==> src/rtl/qsys_serial_pkg.sv <==
// Shared definitions for the Qsys serial link (initiator and serial host):
// frame geometry, FSM states and the timeout response word.
package qsys_serial_pkg;

  localparam int FRAME_BITS = 65;
  localparam int RSP_BITS   = 32;
  localparam int RW_BIT     = 64;
  localparam int ADDR_MSB   = 63;
  localparam int ADDR_LSB   = 32;

  localparam logic [RSP_BITS-1:0] TIMEOUT_DATA = 32'hDEADBEEF;

  typedef enum logic [2:0] {
    IDLE,
    LEAD,
    SHIFT,
    WAIT_RSP,
    DONE
  } state_t;

  // Reads carry an all-zero data field so the host sees a fixed frame layout.
  function automatic logic [FRAME_BITS-1:0] build_frame(
    input logic        is_write,
    input logic [31:0] addr,
    input logic [31:0] wdata
  );
    build_frame = {is_write, addr, (is_write ? wdata : 32'h0)};
  endfunction

endpackage

==> src/rtl/qsys_serial_initiator_if.sv <==
// Avalon-MM slave port S1 of the serial initiator, bundled with master/slave views.
interface qsys_serial_initiator_if #(
  parameter int ADDR_WIDTH = 8
) ();

  logic [ADDR_WIDTH-1:0] avs_S1_address;
  logic                  avs_S1_read;
  logic                  avs_S1_write;
  logic [31:0]           avs_S1_writedata;
  logic [31:0]           avs_S1_readdata;
  logic                  avs_S1_waitrequest;

  modport master (
    output avs_S1_address,
    output avs_S1_read,
    output avs_S1_write,
    output avs_S1_writedata,
    input  avs_S1_readdata,
    input  avs_S1_waitrequest
  );

  modport slave (
    input  avs_S1_address,
    input  avs_S1_read,
    input  avs_S1_write,
    input  avs_S1_writedata,
    output avs_S1_readdata,
    output avs_S1_waitrequest
  );

endinterface

==> src/rtl/qsys_serial_shift_reg.sv <==
// Generic left-shifting register with parallel load; the serial input enters at bit 0.
module qsys_serial_shift_reg #(
  parameter int WIDTH = 8
) (
  input  logic             clk,
  input  logic             reset,
  input  logic             load,
  input  logic [WIDTH-1:0] load_data,
  input  logic             shift_en,
  input  logic             ser_in,
  output logic [WIDTH-1:0] q
);

  logic [WIDTH-1:0] q_reg;
  logic [WIDTH-1:0] shifted;

  genvar gi;
  generate
    for (gi = 0; gi < WIDTH; gi++) begin : g_bit
      if (gi == 0) begin : g_lsb
        assign shifted[gi] = ser_in;
      end else begin : g_upper
        assign shifted[gi] = q_reg[gi-1];
      end
    end
  endgenerate

  always_ff @(posedge clk) begin
    if (reset) begin
      q_reg <= '0;
    end else if (load) begin
      q_reg <= load_data;
    end else if (shift_en) begin
      q_reg <= shifted;
    end
  end

  assign q = q_reg;

endmodule

==> src/rtl/qsys_serial_initiator.sv <==
// Avalon-MM slave that tunnels each transfer over the Qsys serial link as a 65-bit
// command frame and waits for a 32-bit response. Optional response timeout: SERIAL_TIMEOUT_EN.
module qsys_serial_initiator
  import qsys_serial_pkg::*;
#(
  parameter int ADDR_WIDTH     = 8,
  parameter int TIMEOUT_CYCLES = 4096
) (
  input  logic                    clk,
  input  logic                    reset,
  qsys_serial_initiator_if.slave  avs,
  output logic                    sdo,
  output logic                    sle,
  input  logic                    sdi,
  input  logic                    srdy
`ifdef SERIAL_TIMEOUT_EN
  ,
  output logic                    timeout_err
`endif
);

  state_t                state_reg;
  logic [6:0]            bit_cnt_reg;
  logic [4:0]            rsp_cnt_reg;
  logic                  sle_reg;
  logic                  sdo_reg;
  logic                  is_read_reg;
  logic [RSP_BITS-1:0]   readdata_reg;

  logic                  req;
  logic [ADDR_WIDTH-1:0] addr_q;
  logic [FRAME_BITS-1:0] frame;
  logic                  tx_load;
  logic                  tx_shift;
  logic                  rx_shift;
  logic [FRAME_BITS-1:0] tx_q;
  logic [RSP_BITS-1:0]   rx_q;

  assign req     = avs.avs_S1_read | avs.avs_S1_write;
  assign addr_q  = avs.avs_S1_address;
  // Write wins when both strobes are high: bit 64 follows the write strobe alone.
  assign frame   = build_frame(avs.avs_S1_write, 32'(addr_q), avs.avs_S1_writedata);

  assign tx_load  = (state_reg == IDLE) && req;
  assign tx_shift = (state_reg == LEAD) || ((state_reg == SHIFT) && (bit_cnt_reg != 7'd64));
  assign rx_shift = (state_reg == WAIT_RSP) && srdy;

  qsys_serial_shift_reg #(.WIDTH(FRAME_BITS)) u_tx (
    .clk       (clk),
    .reset     (reset),
    .load      (tx_load),
    .load_data (frame),
    .shift_en  (tx_shift),
    .ser_in    (1'b0),
    .q         (tx_q)
  );

  qsys_serial_shift_reg #(.WIDTH(RSP_BITS)) u_rx (
    .clk       (clk),
    .reset     (reset),
    .load      (tx_load),
    .load_data ('0),
    .shift_en  (rx_shift),
    .ser_in    (sdi),
    .q         (rx_q)
  );

  // Only the transmit MSB leaves the block, and the last response bit is taken
  // straight from sdi, so these bits have no other reader.
  logic unused_bits;
  assign unused_bits = ^{tx_q[RW_BIT-1:0], rx_q[RSP_BITS-1]};

`ifdef SERIAL_TIMEOUT_EN
  localparam int TMO_W = $clog2(TIMEOUT_CYCLES + 1);
  logic [TMO_W-1:0] tmo_cnt_reg;
  logic             timeout_err_reg;
`else
  logic unused_tmo_cfg;
  assign unused_tmo_cfg = TIMEOUT_CYCLES[0];
`endif

  always_ff @(posedge clk) begin
    if (reset) begin
      state_reg    <= IDLE;
      bit_cnt_reg  <= '0;
      rsp_cnt_reg  <= '0;
      sle_reg      <= 1'b0;
      sdo_reg      <= 1'b0;
      is_read_reg  <= 1'b0;
      readdata_reg <= '0;
`ifdef SERIAL_TIMEOUT_EN
      tmo_cnt_reg     <= '0;
      timeout_err_reg <= 1'b0;
`endif
    end else begin
      case (state_reg)
        IDLE: begin
          if (req) begin
            state_reg   <= LEAD;
            sle_reg     <= 1'b1;
            sdo_reg     <= 1'b0;
            bit_cnt_reg <= '0;
            rsp_cnt_reg <= '0;
            is_read_reg <= ~avs.avs_S1_write;
          end
        end
        LEAD: begin
          sdo_reg   <= tx_q[RW_BIT];
          state_reg <= SHIFT;
        end
        SHIFT: begin
          if (bit_cnt_reg == 7'd64) begin
            state_reg <= WAIT_RSP;
            sle_reg   <= 1'b0;
            sdo_reg   <= 1'b0;
`ifdef SERIAL_TIMEOUT_EN
            tmo_cnt_reg <= '0;
`endif
          end else begin
            sdo_reg     <= tx_q[RW_BIT];
            bit_cnt_reg <= bit_cnt_reg + 7'd1;
          end
        end
        WAIT_RSP: begin
          if (srdy) begin
            rsp_cnt_reg <= rsp_cnt_reg + 5'd1;
            if (rsp_cnt_reg == 5'd31) begin
              state_reg <= DONE;
              // The shifter updates on this same edge, so fold in the final bit here.
              if (is_read_reg) begin
                readdata_reg <= {rx_q[RSP_BITS-2:0], sdi};
              end
            end
          end
`ifdef SERIAL_TIMEOUT_EN
          else if (tmo_cnt_reg == TMO_W'(TIMEOUT_CYCLES - 1)) begin
            state_reg       <= DONE;
            readdata_reg    <= TIMEOUT_DATA;
            timeout_err_reg <= 1'b1;
          end
          tmo_cnt_reg <= tmo_cnt_reg + 1'b1;
`endif
        end
        DONE: begin
          state_reg <= IDLE;
        end
        default: begin
          state_reg <= IDLE;
        end
      endcase
    end
  end

  assign avs.avs_S1_waitrequest = req && (state_reg != DONE);
  assign avs.avs_S1_readdata    = readdata_reg;
  assign sle                    = sle_reg;
  assign sdo                    = sdo_reg;
`ifdef SERIAL_TIMEOUT_EN
  assign timeout_err            = timeout_err_reg;
`endif

endmodule

==> src/flat_wrapper.sv <==
// flat-port wrapper written by rule: the top's interface ports become plain ports
module qsys_serial_initiator_flat import qsys_serial_pkg::*;
#(
  parameter int ADDR_WIDTH     = 8,
  parameter int TIMEOUT_CYCLES = 4096
)
  (clk, reset, sdo, sle, sdi, srdy, avs_avs_S1_address, avs_avs_S1_read, avs_avs_S1_write, avs_avs_S1_writedata, avs_avs_S1_readdata, avs_avs_S1_waitrequest);
  qsys_serial_initiator_if #(.ADDR_WIDTH(ADDR_WIDTH)) avs_i ();
  input  logic clk;
  input  logic reset;
  output logic sdo;
  output logic sle;
  input  logic sdi;
  input  logic srdy;
  input wire logic [$bits(avs_i.avs_S1_address)-1:0] avs_avs_S1_address;
  input wire logic [$bits(avs_i.avs_S1_read)-1:0] avs_avs_S1_read;
  input wire logic [$bits(avs_i.avs_S1_write)-1:0] avs_avs_S1_write;
  input wire logic [$bits(avs_i.avs_S1_writedata)-1:0] avs_avs_S1_writedata;
  output wire logic [$bits(avs_i.avs_S1_readdata)-1:0] avs_avs_S1_readdata;
  output wire logic [$bits(avs_i.avs_S1_waitrequest)-1:0] avs_avs_S1_waitrequest;
  assign avs_i.avs_S1_address = avs_avs_S1_address;
  assign avs_i.avs_S1_read = avs_avs_S1_read;
  assign avs_i.avs_S1_write = avs_avs_S1_write;
  assign avs_i.avs_S1_writedata = avs_avs_S1_writedata;
  assign avs_avs_S1_readdata = avs_i.avs_S1_readdata;
  assign avs_avs_S1_waitrequest = avs_i.avs_S1_waitrequest;
  qsys_serial_initiator #(.ADDR_WIDTH(ADDR_WIDTH), .TIMEOUT_CYCLES(TIMEOUT_CYCLES)) u_core (.clk(clk), .reset(reset), .avs(avs_i), .sdo(sdo), .sle(sle), .sdi(sdi), .srdy(srdy));
endmodule
==> config.mk <==
export PLATFORM = sky130hd
export DESIGN_NAME = qsys_serial_initiator_flat
export DESIGN_NICKNAME = d
export VERILOG_FILES = /design/src/rtl/qsys_serial_pkg.sv /design/src/rtl/qsys_serial_initiator_if.sv /design/src/rtl/qsys_serial_shift_reg.sv /design/src/rtl/qsys_serial_initiator.sv /design/src/flat_wrapper.sv
export SDC_FILE = /design/constraint.sdc
export NUM_CORES = 1
export LEC_CHECK = 0
export CORE_MARGIN = 2
export CORE_UTILIZATION = 51
export DETAILED_ROUTE_END_ITERATION = 16
export PLACE_DENSITY = 0.86
export REMOVE_ABC_BUFFERS = 1
export SYNTH_ARGS = -nofsm -noshare
export SYNTH_HDL_FRONTEND = slang
export SYNTH_HIERARCHICAL = 1
export SYNTH_SLANG_ARGS = --single-unit
==> constraint.sdc <==
create_clock -name clk -period 2.02 [get_ports clk]
set_input_delay 0.505 -clock clk [delete_from_list [all_inputs] [get_ports clk]]
set_output_delay 0.505 -clock clk [all_outputs]
set_load 0.01 [all_outputs]
==> impl_metrics.tcl, run 1 <==
set metrics [dict create \
    run_status "complete, but fails checks" \
    failed_checks "negative setup slack" \
    track_usage_pct 19.7 \
    finalWorstSetupSlack_ns -0.0578 \
    tritoncts "yes" \
    clock_tree.htree_level_count 4 \
    die_area_sq_um 14400 \
    final_design_area_no_fill_sq_um 8900 \
    row_count 42 \
    placed_cell_area_sq_um 8050 \
    grt_remaining_overflow 0 \
    power.density_nw_per_um2 965 \
    finalNonFillerCells 1006 \
    criticalPathCategory "register to register" \
    grt_pass1_vias 4944 \
    rr_startpoint "u_core/bit_cnt_reg[2]" \
    detail_route.iter0.violations 327 \
    holdCritPathClass "register to register" \
    final_min_period_over_clock_period_pct 103 \
    report.final.setup_viol 31 \
    report.final.hold_viol_count 0 \
    pre_cts_slack_ns -0.217 \
    yosysWarnings 6 \
    tritoncts_num_sinks 146 \
    cap_viol_max_count 0 \
    peakVddDrop_uv 766 \
    synth_cells 679 \
    hold_path.startpoint "u_core/rsp_cnt_reg[4]" \
    route.detailed.wl_per_inst_microns 14.7 \
    timing.critical_path.from_type "register" \
    reg2reg_to "u_core/u_tx/q[15]" \
    grt_setup_unrepaired "true" \
    timing.critical_path.to_type "register" \
    floorplan.die.height_microns 120 \
    post-route-min-period_ns 2.08 \
    top_level_ports 81 \
    finish.utilization_pct 67.4 \
    critical_path_buf_inv_count 1 \
    worst_path_largest_cell_delay_ns 0.53 \
    finClkSkew_ns 0.0141 \
    dpl.hpwl_microns 8590 \
    dieWidth_microns 120 \
    dr.pass1.iters 6 \
    achievable-frequency_ghz 0.481 \
    cp_top_family "simple AND/OR/NAND/NOR gates" \
    n_antenna_cell 0 \
    ff_latch_area_sq_um 2930 \
    via_density_per_instance 5.17 \
    max-clock-path-buffers 2 \
    nNetsFinal 867 \
    multi_input_comb_area_sq_um 3780 \
    r2r_setup_slack_ns -0.06 \
    worst_hold_slack_ns 0.470 \
    first_pass_grt_wire_length_microns 23200 \
    placer_congestion_estimate 0.761 \
    final_layout_size_suffix_gt1_share_pct 12.9 \
    slew_viol_final 0 \
    grt_antenna_before_repair 0 \
    grt_start_max_net_pins 100 \
    via_count 5205 \
    tightestPinTransition_ns 0.540 \
    synthesis.area_per_instance_sq_um 10.1 \
    starting_density_of_the_core_pct 51.9 \
    drc 0 \
    root_buffer "sky130_fd_sc_hd__clkbuf_16" \
    final.fill_count 999 \
    power.leakage_uw 0.00331 \
    clkLatencyLatePin_ns 0.42 \
    largest_register_ffs 65 \
    slew_headroom_pct 64.0 \
    worst_r2r_path_depth 7 \
    core_area_sq_um 13200 \
    clk_transition_reported_paths_ns 0.06 \
    crit_chain "or4_4 > or2_4 > nand3b_1 > a21oi_4 > clkbuf_16 > mux2i_1 > a211oi_1" \
    cts_hold_buffers 0 \
    hold_path_depth 2 \
    signed_area_change_from_the_synthesized_netlist_to_the_final_layout_pct 30.0 \
    whs_endpoint "u_core/rsp_cnt_reg[4]" \
    cp.required_ns 2.33 \
    final_ant_viol_nets 0 \
    worstPathArrival_ns 2.39 \
    cts-buffers-inserted 17 \
    netlist_area_sq_um 6840 \
    worst_path_max_delay_cell "sky130_fd_sc_hd__or4_4" \
    cp_max_fo 17 \
    postRouteWirelength_microns 14800 \
    place.port_buffers 80 \
    numPlacedInstances 966 \
]
-- worst max-delay path by stage --
stage	startpoint	endpoint	slack [ns]	cells past startpoint
floorplan	u_core/bit_cnt_reg[0]	u_core/u_tx/q[10]	-4.15	8
global placement	avs_avs_S1_write	avs_avs_S1_waitrequest	-0.20	4
detailed placement	avs_avs_S1_read	avs_avs_S1_waitrequest	-0.22	4
CTS	u_core/bit_cnt_reg[2]	u_core/u_tx/q[21]	-0.08	7
global route	u_core/bit_cnt_reg[2]	u_core/u_tx/q[43]	-0.13	7
finish	u_core/bit_cnt_reg[2]	u_core/u_tx/q[15]	-0.06	7
-- per-stage QoR --
step | TNS [ns] | power [uW]
3_5_place_dp | -7.91 | 5040
4_1_cts | -0.750 | 8520
2_1_floorplan | -307.11 | 4570
5_1_grt | -4.11 | 8940
3_3_place_gp | -6.52 | 4990
6_report | -0.582 | 8580
-- power by group --
part	internal [uW]	total [uW]	switching (uW)
Combinational	870	1700	827
Sequential	3210	3410	207
Clock	2210	3470	1260
-- cell usage in the layout (no fill, tap or decap), types with 3 or more instances in the layout --
master,n
sky130_fd_sc_hd__a211oi_1,89
sky130_fd_sc_hd__a211oi_2,9
sky130_fd_sc_hd__a21oi_1,7
sky130_fd_sc_hd__and2_1,33
sky130_fd_sc_hd__buf_12,10
sky130_fd_sc_hd__buf_4,25
sky130_fd_sc_hd__bufinv_16,5
sky130_fd_sc_hd__clkbuf_16,20
sky130_fd_sc_hd__clkdlybuf4s50_1,78
sky130_fd_sc_hd__clkinv_4,3
sky130_fd_sc_hd__conb_1,56
sky130_fd_sc_hd__dfxtp_1,141
sky130_fd_sc_hd__dfxtp_2,5
sky130_fd_sc_hd__ha_1,3
sky130_fd_sc_hd__inv_1,6
sky130_fd_sc_hd__inv_2,3
sky130_fd_sc_hd__mux2i_1,124
sky130_fd_sc_hd__mux2i_2,4
sky130_fd_sc_hd__nand2_1,9
sky130_fd_sc_hd__nand3_1,6
sky130_fd_sc_hd__nand4_1,3
sky130_fd_sc_hd__nor2_1,40
sky130_fd_sc_hd__nor2b_1,97
sky130_fd_sc_hd__nor3_1,5
sky130_fd_sc_hd__xor2_1,4
-- layer usage --
| layer | routed length [microns] | up-vias | GRT usage [%] |
|---|---|---|---|
| li1 | - | 2621 | - |
| met3 | 765 | 8 | 6.18 |
| met4 | 63 | 0 | 5.00 |
| met1 | 6930 | 2485 | 25.5 |
| met2 | 7050 | 91 | 32.0 |
| met5 | 0 | - | 0 |
-- final cells by class --
type / instances / share of cell area (%)
Clock buffer: 17 / 4.78
Clock inverter: 15 / 2.59
Inverter: 9 / 0.380
Multi-Input combinational cell: 524 / 42.5
Sequential cell: 146 / 32.9
Tap cell: 176 / 2.48
Timing Repair Buffer: 119 / 14.3
-- timing repair --
item,CTS,global route
buffers inserted,0,4
endpoints found under the setup margin,68,97
resized for setup,3,22
pin swaps,50,7
gates cloned,0,4
-- tightest hold or removal path, cell delays in order, from the launching register on --
cell                      delay, ns
sky130_fd_sc_hd__dfxtp_1       0.31
sky130_fd_sc_hd__nand3_1       0.06
sky130_fd_sc_hd__a21oi_1       0.05
(Power assumes the default switching activity.)
==> inputs of run 2 (changes only) <==
--- a/config.mk
+++ b/config.mk
@@ -10,6 +10,7 @@
 export DETAILED_ROUTE_END_ITERATION = 16
 export PLACE_DENSITY = 0.86
 export REMOVE_ABC_BUFFERS = 1
+export SLEW_MARGIN = 20
 export SYNTH_ARGS = -nofsm -noshare
 export SYNTH_HDL_FRONTEND = slang
 export SYNTH_HIERARCHICAL = 1
==> constraint.sdc (replaced) <==
create_clock -name clk -period 1.8 [get_ports clk]
set_input_delay 0.45 -clock clk [delete_from_list [all_inputs] [get_ports clk]]
set_output_delay 0.45 -clock clk [all_outputs]
set_load 0.01 [all_outputs]
==> impl_metrics.tcl, run 2 (synthesis results as in run 1) <==
set metrics [dict create \
    grt_antenna_before_repair 0 \
    grt_start_max_net_pins 92 \
    achievable-frequency_ghz 0.481 \
    report.final.setup_viol 97 \
    cap_viol_max_count 0 \
    worstPathArrival_ns 2.41 \
    root_buffer "sky130_fd_sc_hd__clkbuf_16" \
    grt_remaining_overflow 0 \
    p_int_uw 6970 \
    peakVddDrop_uv 880 \
    tritoncts_num_sinks 146 \
    failed_checks "negative setup slack" \
    combinationalPowerShare_pct 19.8 \
    cts_hold_buffers 0 \
    grt_setup_unrepaired "true" \
    row_count 42 \
    r2r_setup_slack_ns -0.28 \
    criticalPathCategory "register to register" \
    crit_chain "or4_4 > or2_4 > nand3b_1 > a21oi_4 > buf_4 > mux2i_1 > a211oi_1" \
    grt_most_used_layer "met2" \
    timing.critical_path.from_type "register" \
    final_design_area_no_fill_sq_um 9020 \
    cts-buffers-inserted 17 \
    largest_register_ffs 65 \
    cp.required_ns 2.13 \
    placed_cell_area_sq_um 8120 \
    placer_congestion_estimate 0.776 \
    holdCritPathClass "input port to register" \
    total_switching_power_uw 2490 \
    dieWidth_microns 120 \
    clock_tree.htree_level_count 4 \
    signed_area_change_from_the_synthesized_netlist_to_the_final_layout_pct 31.8 \
    seq_power_share_pct 40.5 \
    postRouteWirelength_microns 15000 \
    drc 0 \
    worst_path_max_delay_cell "sky130_fd_sc_hd__or4_4" \
    clk_transition_reported_paths_ns 0.06 \
    core_area_sq_um 13200 \
    globalRouteMet3Util_pct 6.37 \
    run_status "complete, but fails checks" \
    final.fill_count 997 \
    cp_max_fo 10 \
    n_antenna_cell 0 \
    final_layout_size_suffix_gt1_share_pct 14.6 \
    report.final.hold_viol_count 0 \
    power.switching_fraction_pct 26.4 \
    top_level_ports 81 \
    finalWorstSetupSlack_ns -0.280 \
    route.detailed.wl_per_inst_microns 14.8 \
    clkLatencyLatePin_ns 0.42 \
    dpl.hpwl_microns 8820 \
    grt_pass1_vias 5166 \
    final_ant_viol_nets 0 \
    fin_setup_tns_ns -18.19 \
    timing.critical_path.to_type "register" \
    power.density_nw_per_um2 1050 \
    dr.pass1.iters 4 \
    power.leakage_uw 0.00352 \
    power_frac_clock_pct 39.7 \
    via_count 5210 \
    finClkSkew_ns 0.00622 \
    layout_commonest_cell "sky130_fd_sc_hd__dfxtp_1" \
    place.port_buffers 80 \
    mostFrequentLayoutCells "sky130_fd_sc_hd__dfxtp_1, sky130_fd_sc_hd__mux2i_1, sky130_fd_sc_hd__nor2b_1, sky130_fd_sc_hd__a211oi_1, sky130_fd_sc_hd__clkdlybuf4s50_1" \
    floorplan.die.height_microns 120 \
    tritoncts "yes" \
    final_min_period_over_clock_period_pct 116 \
    max-clock-path-buffers 2 \
    worst_path_largest_cell_delay_ns 0.53 \
    die_area_sq_um 14400 \
    track_usage_pct 21.6 \
    via_density_per_instance 5.14 \
    slew_viol_final 0 \
    post-route-min-period_ns 2.08 \
    first_pass_grt_wire_length_microns 25100 \
    detail_route.iter0.violations 363 \
    met1_usage_pct 28.3 \
    starting_density_of_the_core_pct 51.9 \
    nNetsFinal 874 \
    grt_util_met2_pct 35.0 \
]
run 2: cell types whose count changed in the layout (fill, tap and decap cells not counted), sizes merged:
cell / change
inv: -3
dlymetal6s2s: +10
bufinv: -1
clkinv: -1
clkdlybuf4s50: -11
buf: +11
clkbuf: +2
run 2: cell type report:
cell class | instances | area [sq um] | share of cell area (%)
Multi-Input combinational cell | 524 | 3850 | 42.7
Tap cell | 176 | 220 | 2.44
Clock inverter | 10 | 155 | 1.72
Clock buffer | 22 | 474 | 5.26
Sequential cell | 146 | 2930 | 32.4
Timing Repair Buffer | 126 | 1360 | 15.0
Inverter | 9 | 36.3 | 0.402
run 2: metrics by stage:
step	setup slack [ns]	hold slack, ns	power [uW]	util [%]	instances
floorplan	-4.37	0.446	5120	-	679
finish	-0.280	0.400	9460	68.4	1013
detailed placement	-0.360	0.480	5660	61.5	975
global placement	-0.299	0.461	5610	61.5	975
CTS	-0.232	0.485	9430	67.5	1013
global route	-0.370	0.455	9850	68.4	1013
run 2: critical path: cells and delay by family (launching register included):
kind	cells	cell delay (ns)
simple gates	3	0.96
mux	1	0.13
buf+inv	1	0.21
flops	1	0.32
compound gates	2	0.37
run 2: worst paths after layout:
kind,start,cells past startpoint,endpoint
hold / removal,avs_avs_S1_read,3,u_core/is_read_reg
hold reg to reg,u_core/sle,2,u_core/sle
setup / recovery,u_core/bit_cnt_reg[2],7,u_core/u_tx/q[21]
setup reg to reg,u_core/bit_cnt_reg[2],7,u_core/u_tx/q[21]
run 2: power groups by stage:
stage	logic [uW]	clock network (uW)	registers, uW
after detailed placement	1770	0	3890
final	1870	3760	3830
after global routing	2040	3930	3880
after CTS	1810	3800	3830
after floorplan	1290	0	3830
after global placement	1730	0	3880
run 2: repair_timing:
item                                    in CTS  in global routing
pin swaps                                    8                 19
endpoints found under the setup margin      99                112
gates resized for setup                     21                 32
cloned                                       3                  0
setup buffers                                3                  0
run 2: layer usage:
metal / vias to the layer above / part of all wire, %
li1: 2643 / -
met1: 2465 / 47
met2: 86 / 48
met3: 16 / 4.4
met4: 0 / 1.2
met5: - / 0
